## config.mk

```make
export PLATFORM = sky130hd
export DESIGN_NAME = keypad_event_queue_flat
export DESIGN_NICKNAME = d
export VERILOG_FILES = /design/src/rtl/keypad_event_queue_if.sv /design/src/rtl/keypad_event_queue.sv /design/src/flat_wrapper.sv
export SDC_FILE = /design/constraint.sdc
export NUM_CORES = 1
export LEC_CHECK = 0
export ABC_AREA = 1
export BUFFER_PORTS_ARGS = -buffer_cell sky130_fd_sc_hd__buf_2
export CORE_MARGIN = 3
export CORE_UTILIZATION = 55
export CTS_CLUSTER_DIAMETER = 80
export DETAILED_ROUTE_END_ITERATION = 6
export PLACE_DENSITY_LB_ADDON = 0.12
export SLEW_MARGIN = 0
export SYNTH_ARGS = -nofsm -noshare
export SYNTH_HDL_FRONTEND = slang
export SYNTH_SLANG_ARGS = --single-unit
```

## constraint.sdc

```tcl
create_clock -name clk -period 4.1 [get_ports clk]
set_input_delay 0.82 -clock clk [delete_from_list [all_inputs] [get_ports clk]]
set_output_delay 0.82 -clock clk [all_outputs]
set_load 0.05 [all_outputs]
```

## src/rtl/keypad_event_queue_if.sv

```systemverilog
// Event delivery handshake between the keypad event queue and the front-panel logic.
interface keypad_event_queue_if;
   logic       evt_valid;
   logic       evt_ready;
   logic [3:0] evt_key;
   logic       evt_press;
   logic       evt_repeat;

   modport master (output evt_valid, evt_key, evt_press, evt_repeat, input evt_ready);
   modport slave  (input evt_valid, evt_key, evt_press, evt_repeat, output evt_ready);
endinterface

```

## src/rtl/keypad_event_queue.sv

```systemverilog
// Converts debounced key levels into press/release/auto-repeat events buffered in a show-ahead FIFO.
// Edges are lossless (they stall); only repeats may be dropped, which raises the sticky overflow flag.
module keypad_event_queue #(
   parameter int FIFO_DEPTH   = 8,
   parameter int REPEAT_EN    = 1,
   parameter int REPEAT_DELAY = 13500000,
   parameter int REPEAT_RATE  = 2700000
) (
   input  logic                          clk,
   input  logic                          reset,
   input  logic [15:0]                   button_state,
   keypad_event_queue_if.master          evt,
   output logic                          overflow,
   input  logic                          clear_overflow,
   output logic [$clog2(FIFO_DEPTH):0]   fifo_count
);
   localparam int AW   = $clog2(FIFO_DEPTH);
   localparam int CW   = AW + 1;
   localparam int TMAX = (REPEAT_DELAY > REPEAT_RATE) ? REPEAT_DELAY : REPEAT_RATE;
   localparam int TW   = $clog2(TMAX + 1);

   typedef struct packed {
      logic [3:0] key;
      logic       press;
      logic       rep;
   } event_t;

   event_t          mem [FIFO_DEPTH];
   logic [AW-1:0]   wr_ptr, rd_ptr;
   logic [15:0]     bs_q, tracked, diff;
   logic [3:0]      edge_key;
   logic            rep_active;
   logic [3:0]      rep_key;
   logic [TW-1:0]   rep_timer;
   logic            pop, push_ok, edge_pend, edge_push;
   logic            rep_fire, rep_push, rep_drop, push;
   event_t          push_evt;

   assign diff = bs_q ^ tracked;

   always_comb begin
      edge_key = '0;
      for (int i = 15; i >= 0; i--) begin
         if (diff[i]) edge_key = 4'(i);
      end
   end

   assign pop       = evt.evt_valid && evt.evt_ready;
   assign push_ok   = (fifo_count < CW'(FIFO_DEPTH)) || pop;
   assign edge_pend = (diff != '0);
   assign edge_push = edge_pend && push_ok;
   // A pending edge always wins; an expired repeat simply waits with the timer parked at zero.
   assign rep_fire  = (REPEAT_EN != 0) && rep_active && (rep_timer == '0) && !edge_pend;
   assign rep_push  = rep_fire && push_ok;
   assign rep_drop  = rep_fire && !push_ok;
   assign push      = edge_push || rep_push;

   always_comb begin
      push_evt = '0;
      if (edge_pend) begin
         push_evt.key   = edge_key;
         push_evt.press = bs_q[edge_key];
         push_evt.rep   = 1'b0;
      end else begin
         push_evt.key   = rep_key;
         push_evt.press = 1'b1;
         push_evt.rep   = 1'b1;
      end
   end

   assign evt.evt_valid  = (fifo_count != '0);
   assign evt.evt_key    = mem[rd_ptr].key;
   assign evt.evt_press  = mem[rd_ptr].press;
   assign evt.evt_repeat = mem[rd_ptr].rep;

   always_ff @(posedge clk or posedge reset) begin
      if (reset) begin
         for (int i = 0; i < FIFO_DEPTH; i++) mem[i] <= '0;
         wr_ptr     <= '0;
         rd_ptr     <= '0;
         fifo_count <= '0;
         bs_q       <= '0;
         tracked    <= '0;
         rep_active <= 1'b0;
         rep_key    <= '0;
         rep_timer  <= '0;
         overflow   <= 1'b0;
      end else begin
         bs_q <= button_state;
         if (edge_push) tracked[edge_key] <= bs_q[edge_key];

         if (push) begin
            mem[wr_ptr] <= push_evt;
            wr_ptr      <= wr_ptr + 1'b1;
         end
         if (pop) rd_ptr <= rd_ptr + 1'b1;
         case ({push, pop})
            2'b10:   fifo_count <= fifo_count + 1'b1;
            2'b01:   fifo_count <= fifo_count - 1'b1;
            default: fifo_count <= fifo_count;
         endcase

         if (rep_drop)            overflow <= 1'b1;
         else if (clear_overflow) overflow <= 1'b0;

         if (REPEAT_EN != 0) begin
            if (edge_push && bs_q[edge_key]) begin
               rep_active <= 1'b1;
               rep_key    <= edge_key;
               rep_timer  <= TW'(REPEAT_DELAY - 1);
            end else if (edge_push && (edge_key == rep_key)) begin
               rep_active <= 1'b0;
            end else if (rep_active) begin
               if (rep_timer != '0)  rep_timer <= rep_timer - 1'b1;
               else if (!edge_pend)  rep_timer <= TW'(REPEAT_RATE - 1);
            end
         end
      end
   end
endmodule
```

## src/flat_wrapper.sv

```systemverilog
// flat-port wrapper written by rule: the top's interface ports become plain ports
module keypad_event_queue_flat 
#(
   parameter int FIFO_DEPTH   = 8,
   parameter int REPEAT_EN    = 1,
   parameter int REPEAT_DELAY = 13500000,
   parameter int REPEAT_RATE  = 2700000
)
  (clk, reset, button_state, overflow, clear_overflow, fifo_count, evt_evt_valid, evt_evt_key, evt_evt_press, evt_evt_repeat, evt_evt_ready);
  keypad_event_queue_if evt_i ();
  input  logic clk;
  input  logic reset;
  input  logic [15:0] button_state;
  output logic overflow;
  input  logic clear_overflow;
  output logic [$clog2(FIFO_DEPTH):0] fifo_count;
  output wire logic [$bits(evt_i.evt_valid)-1:0] evt_evt_valid;
  output wire logic [$bits(evt_i.evt_key)-1:0] evt_evt_key;
  output wire logic [$bits(evt_i.evt_press)-1:0] evt_evt_press;
  output wire logic [$bits(evt_i.evt_repeat)-1:0] evt_evt_repeat;
  input wire logic [$bits(evt_i.evt_ready)-1:0] evt_evt_ready;
  assign evt_evt_valid = evt_i.evt_valid;
  assign evt_evt_key = evt_i.evt_key;
  assign evt_evt_press = evt_i.evt_press;
  assign evt_evt_repeat = evt_i.evt_repeat;
  assign evt_i.evt_ready = evt_evt_ready;
  keypad_event_queue #(.FIFO_DEPTH(FIFO_DEPTH), .REPEAT_EN(REPEAT_EN), .REPEAT_DELAY(REPEAT_DELAY), .REPEAT_RATE(REPEAT_RATE)) u_core (.clk(clk), .reset(reset), .button_state(button_state), .evt(evt_i), .overflow(overflow), .clear_overflow(clear_overflow), .fifo_count(fifo_count));
endmodule
```

======== After elaboration in Yosys (flattened, before gate mapping) ========
Index checks and enable logic that the tools add are counted.
cells by class
  $add $sub $neg .......................... 5
  order comparisons ....................... 6
  equality and inequality tests ........... 5
  mux-type cells .......................... 38
  bitwise logic cells ..................... 3
  reductions and logical operators ........ 23
operators with widths
  cell                   count
  $mux 24                5
  $mux 4                 16
  $bwmux 48              1
  $logic_not 24->1       1
  $mux 6                 4
  $reduce_bool 24->1     1
  $sub 24x1->24 const B  1
  $bmux 6 s3             1
  $demux 6 s3            1
  $bwmux 16              1
  $reduce_bool 16->1     1
  $xor 16x16->16         1
  $logic_and 1x1->1      10
  $ge 4x4->1 const B     2
  $not 3->4              2
  $pmux 4 s2             1
  $reduce_bool 2->1      4
  $add 3x1->3 const B    2
  $mux 1                 6
  $lt 4x5->1 const B     1
  $add 4x1->4 const B    1
  $bmux 1 s4             1
  $demux 1 s4            1
  $eq 4x4->1             1
  other kinds (12)       14
word-level totals
  bits in registers ....................... 120
  input port bits ......................... 20
  logic and storage cells ................. 113

======== Depth between registers and ports, before layout ========
  word-level depth ........................ 22
  mapped depth ............................ 28

======== Least setup slack after synthesis ========
Ideal clock, no wire load.
  path type ............................... reg2reg
  start point ............................. reg u_core.fifo_count[3]
  end point ............................... reg u_core.fifo_count[3]
  setup time .............................. 126 ps
  data arrival time ....................... 2,924 ps
  data required time ...................... 3,974 ps
  path slack .............................. 1,050 ps
  cell stages (with the launch flop) ...... 15
  buffers on the path ..................... 0
  clock period less this slack ............ 3,050 ps
  cells stage by stage .................... dfrtp_1 > inv_1 > nand3_1 > nand2_1 > inv_1 > o22ai_2 > ha_1 > ha_1 > nand2_1 > nor2_1 > a211oi_1 > nor2_1 > nor2_1 > nand2_1 > xor2_1
on the way
  longest elaborated chain between the ends .. 7
ends and longest elaborated chain
  element                                          line                                                RTL
  start, declared                                  keypad_event_queue.sv:15                            output logic [$clog2(FIFO_DEPTH):0] fifo_count
  start signal, assigned                           keypad_event_queue.sv:98                            2'b10: fifo_count <= fifo_count + 1'b1;
  start signal, assigned                           keypad_event_queue.sv:99                            2'b01: fifo_count <= fifo_count - 1'b1;
  start signal, assigned                           keypad_event_queue.sv:100                           default: fifo_count <= fifo_count;
  $reduce_bool 4->1 *                              keypad_event_queue.sv:71                            assign evt.evt_valid = (fifo_count != '0);
  named net evt_evt_valid                          flat_wrapper.sv:17                                  output wire logic [$bits(evt_i.evt_valid)-1:0] evt_evt_valid;
  $logic_and 1x1->1 *                              keypad_event_queue.sv:48                            assign pop = evt.evt_valid && evt.evt_ready;
  named net u_core.pop                             keypad_event_queue.sv:35                            logic pop, push_ok, edge_pend, edge_push;
  $logic_or 1x1->1                                 keypad_event_queue.sv:49                            assign push_ok = (fifo_count < CW'(FIFO_DEPTH)) || pop;
  $logic_and 1x1->1, on equally long branches      keypad_event_queue.sv:51, keypad_event_queue.sv:54
  $logic_or 1x1->1                                 keypad_event_queue.sv:56                            assign push = edge_push || rep_push;
  $eq 2x1->1 or $eq 2x2->1 (tied branches)         keypad_event_queue.sv:97                            case ({push, pop})
  $pmux 4 s2 or $reduce_bool 2->1 (tied branches)  --
Mark *: on every way through the listed nets, which the timed path passes. The rest lies on a longest branch.
A chain may end at the register's enable or synchronous reset.

======== Worst setup path after layout ========
  start point ............................. reg u_core.rep_timer[0]
  end point ............................... reg u_core.fifo_count[3]
on the way
  longest elaborated chain between the ends .. 7
ends and longest elaborated chain
  element                                          line                       RTL
  start, declared                                  keypad_event_queue.sv:34   logic [TW-1:0] rep_timer;
  start signal, assigned                           keypad_event_queue.sv:110  rep_timer <= TW'(REPEAT_DELAY - 1);
  start signal, assigned                           keypad_event_queue.sv:114  if (rep_timer != '0) rep_timer <= rep_timer - 1'b1;
  start signal, assigned                           keypad_event_queue.sv:115  else if (!edge_pend) rep_timer <= TW'(REPEAT_RATE - 1);
  $logic_not 24->1 *                               keypad_event_queue.sv:53   assign rep_fire = (REPEAT_EN != 0) && rep_active && (rep_timer == '0) && !edge_pend;
  $logic_and 1x1->1 * (2 in series)                keypad_event_queue.sv:53
  $logic_and 1x1->1 *                              keypad_event_queue.sv:54   assign rep_push = rep_fire && push_ok;
  $logic_or 1x1->1 *                               keypad_event_queue.sv:56
  $eq 2x1->1 or $eq 2x2->1 (tied branches)         keypad_event_queue.sv:97
  $pmux 4 s2 or $reduce_bool 2->1 (tied branches)  --
Mark *: on every way between the ends. The rest lies on a longest branch, timed or not.

==> impl_results.md <==
- Mean post-synth cell area: 7.62 um2
- Antenna diode instance count: 0
- Maximum root-to-sink buffer count: 2
- Number of nets produced by synthesis: 884
- CTS tree: yes
- Number of endpoints with negative hold slack in the final report: 0
- Initial antenna violation count: 0
- Headroom to the max-slew limit: 52.4%
- Via density: 5.27
- Global Route Usage Sum: approximately a quarter
- Hold path startpoint: u_core.mem[45]
- Global routing usage on met2: 40.8%
- Kind of critical path: flip-flop to flip-flop
- Global-route wire length before repair: about 26,000 um
- Total leakage power: 0.00357 uW
- Post-cts hold buffer count: 0
- DRC viols: 0
- CP Launch Point: u_core.rep_timer[0]
- Routing usage on met1: 32.4%
- Global-route track usage on met3: 5.89%
- Y dimension of the die: 115 um
- Distinct cell type count of the synthesized netlist: 43
- DRT iter0 DRCs: a little over 500
- Number of buffer cells added on primary ports: 31
- Final GP Congestion: ~0.86
- Aggregate global routing overflow: 0
- CP Capture Type: flip-flop
- # rows: 39
- Part of the Yosys area used for sequential elements: 46.0%
- Fin crit share: 78.8%
- Hold/Removal Path Class: flip-flop to flip-flop
- Cell area after synthesis: 6530 um2
- TritonRoute pass-1 iters: 5
- Minimum clock period after layout: 3230 ps
- Detailed-placement wirelength estimate: ~9900 um
- Critical path fanouts, max: 7
- Most used flip-flop cell after synthesis: sky130_fd_sc_hd__dfrtp_1
- Via count of the first global-routing pass: 5,380
- Setup Fix Bufs, Post-CTS: 0
- Beginning of the worst register-to-register path: u_core.rep_timer[0]
- Die boundary width: 115 um
- Remaining antenna violation count: 0
- Cell area after layout: about 7400 um2
- Commonest non-fill, non-tap cell in the layout: sky130_fd_sc_hd__nand2_1
- Setup TNS: 0 ps
- Arr. time, crit path: 3530 ps
- Pin count of the biggest net entering global routing: 121
- Critical Path RT: 4400 ps
- H-tree depth: 4
- Number of top-level pins: 32
- Post-synthesis cell type with the largest combined area: sky130_fd_sc_hd__dfrtp_1
- Maximum resistive drop on vdd: 453 uV
- Clock Sink Count: 120
- Routed WL: 15,000 um
- Number of cells in the finished layout apart from fillers: about 1,000
- Number of maximum-capacitance constraint violations: 0
- Clk_lat worst skew: 430 ps
- Worst setup skew after layout: between 8 and 9 ps
- Commonest non-fill, non-tap cells in the layout: sky130_fd_sc_hd__nand2_1, sky130_fd_sc_hd__nor2_1, sky130_fd_sc_hd__dfrtp_1
- Die Footprint: 13,200 um2
- P per Cell Area: 792 nW/um2
- Initial standard-cell utilization of the core: 56.7%
- Placed instance count: approximately 1,000
- #FFs+latches synth: 120
- Placed inst area: 6770 um2
- Number of CTS-inserted buffers: 17
- Result of the run: completed
- Asr flop ratio synth: 100%
- Clock Root Buffer: sky130_fd_sc_hd__clkbuf_16
- Measured slew at the worst slew-check pin: 714 ps
- Cells taking the most area after synthesis: sky130_fd_sc_hd__dfrtp_1, sky130_fd_sc_hd__nand2_1, sky130_fd_sc_hd__nor2_1, sky130_fd_sc_hd__o21ai_0, sky130_fd_sc_hd__inv_1
- Top-area cell type share of the netlist area: a little under half
- Post-synthesis instance total: approximately 860
- Net count, final: 918
- Number of endpoints failing setup at the final stage: 0
- Routed wirelength normalized by instance count: 14.3 um
- Register clock-pin slew on the reported worst setup and hold paths: approximately 60 ps
- Routing layer with the top usage in global route: met2
- Type of origin of the critical path: flip-flop
- Area Growth Syn to Fin: 12.9%
- Via count of the routed design: 5,516
- Synth warnings: 0
- Number of enable flip-flop cells after synthesis: 0
- Setup repair after global routing missed its margin: no
- Max-slew violation count: 0
- Share of cells above drive strength 1: 11.9%
- Post-cts gate resize count: 0
- Area of the core region: between 10,000 and 15,000 um2
- Peak clock frequency supported by timing: 310 MHz
cell families after synthesis:
group	after synthesis	share of synthesized area, %
simple gates	433	29.2
buf+inv	137	8.96
compound gates	133	10.7
flops	120	46.0
xor+xnor	27	3.74
fa+ha+maj	7	1.46
critical path, stage by stage (launching register included):
cell                       delay, ps
sky130_fd_sc_hd__dfrtp_1         380
sky130_fd_sc_hd__inv_1            90
sky130_fd_sc_hd__ha_1            170
sky130_fd_sc_hd__nand2_1         110
sky130_fd_sc_hd__nor2_1          230
sky130_fd_sc_hd__nand4_1         310
sky130_fd_sc_hd__nor2_1          300
sky130_fd_sc_hd__o22ai_2         190
sky130_fd_sc_hd__ha_1            280
sky130_fd_sc_hd__ha_1            320
sky130_fd_sc_hd__nand2_1          80
sky130_fd_sc_hd__nor2_1           40
sky130_fd_sc_hd__a211oi_1        230
sky130_fd_sc_hd__nor2_1           60
sky130_fd_sc_hd__nor2_1           90
sky130_fd_sc_hd__nand2_1          70
sky130_fd_sc_hd__xor2_1          150
cells in the mapped netlist, types with 2 or more instances:
cell type and number:
sky130_fd_sc_hd__nand2_1 198, sky130_fd_sc_hd__nor2_1 137, sky130_fd_sc_hd__dfrtp_1 120, sky130_fd_sc_hd__inv_1 106
sky130_fd_sc_hd__o21ai_0 85, sky130_fd_sc_hd__nand3_1 32, sky130_fd_sc_hd__a21oi_1 21, sky130_fd_sc_hd__xnor2_1 14
sky130_fd_sc_hd__nand4_1 12, sky130_fd_sc_hd__xor2_1 12, sky130_fd_sc_hd__a31oi_1 10, sky130_fd_sc_hd__o21ai_1 10
sky130_fd_sc_hd__clkbuf_1 9, sky130_fd_sc_hd__nor2_2 9, sky130_fd_sc_hd__nor3_1 9, sky130_fd_sc_hd__inv_2 8
sky130_fd_sc_hd__and2_1 7, sky130_fd_sc_hd__buf_6 6, sky130_fd_sc_hd__ha_1 6, sky130_fd_sc_hd__nand3b_1 6
sky130_fd_sc_hd__or2_2 5, sky130_fd_sc_hd__nand2_4 4, sky130_fd_sc_hd__nand3_2 4, sky130_fd_sc_hd__buf_2 3
sky130_fd_sc_hd__buf_4 3, sky130_fd_sc_hd__o22ai_1 3, sky130_fd_sc_hd__nor3_2 2
path summary, 6_finish.rpt:
check | endpoint | slack [ps] | cells after the start
setup / recovery | u_core.fifo_count[3] | 870 | 16
hold / removal | u_core.mem[45] | 470 | 2
setup reg to reg | u_core.fifo_count[3] | 870 | 16
hold reg to reg | u_core.mem[45] | 470 | 2
max in group asynchronous | u_core.mem[47] | 3040 | 3
min in group asynchronous | u_core.rep_timer[2] | 520 | 3
metal layers:
layer  wire [um]  vias up
li1            -     2770
met1        6850     2591
met2        7280      132
met3         655       23
met4         223        0
met5           0        -
sequential cells by signal, indices dropped and copies added (netlist names):
signal	cells
u_core.bs_q	16
u_core.fifo_count	4
u_core.mem	48
u_core.overflow	1
u_core.rd_ptr	3
u_core.rep_active	1
u_core.rep_key	4
u_core.rep_timer	24
u_core.tracked	16
u_core.wr_ptr	3
where the power goes:
group / switching, uW / internal, uW / leakage (uW)
combinational: 1850 / 721 / 0.00184
clock: 542 / 984 / 0.000300
sequential: 227 / 1520 / 0.00143
total: 2620 / 3220 / 0.00357
area by class of cell:
type | count | area (um2)
clock buffers | 20 | 457
clock inverters | 12 | 149
fillers | 971 | 4140
inverters | 115 | 434
multi-input cells | 600 | 2940
flip-flops and latches | 120 | 3000
well taps | 143 | 179
repair buffers | 37 | 213
metrics by stage:
stage          total power (uW)  util, %  hold WS, ps  setup WS, ps
6_report                   5840     64.1          470           871
3_5_place_dp               4320     58.8          456           863
3_3_place_gp               4240     58.8          450           999
4_1_cts                    5870     64.1          470           840
2_1_floorplan              3840        -          437          94.2
5_1_grt                    6280     64.1          482           602
No activity file was read; power rests on OpenSTA's default activity.
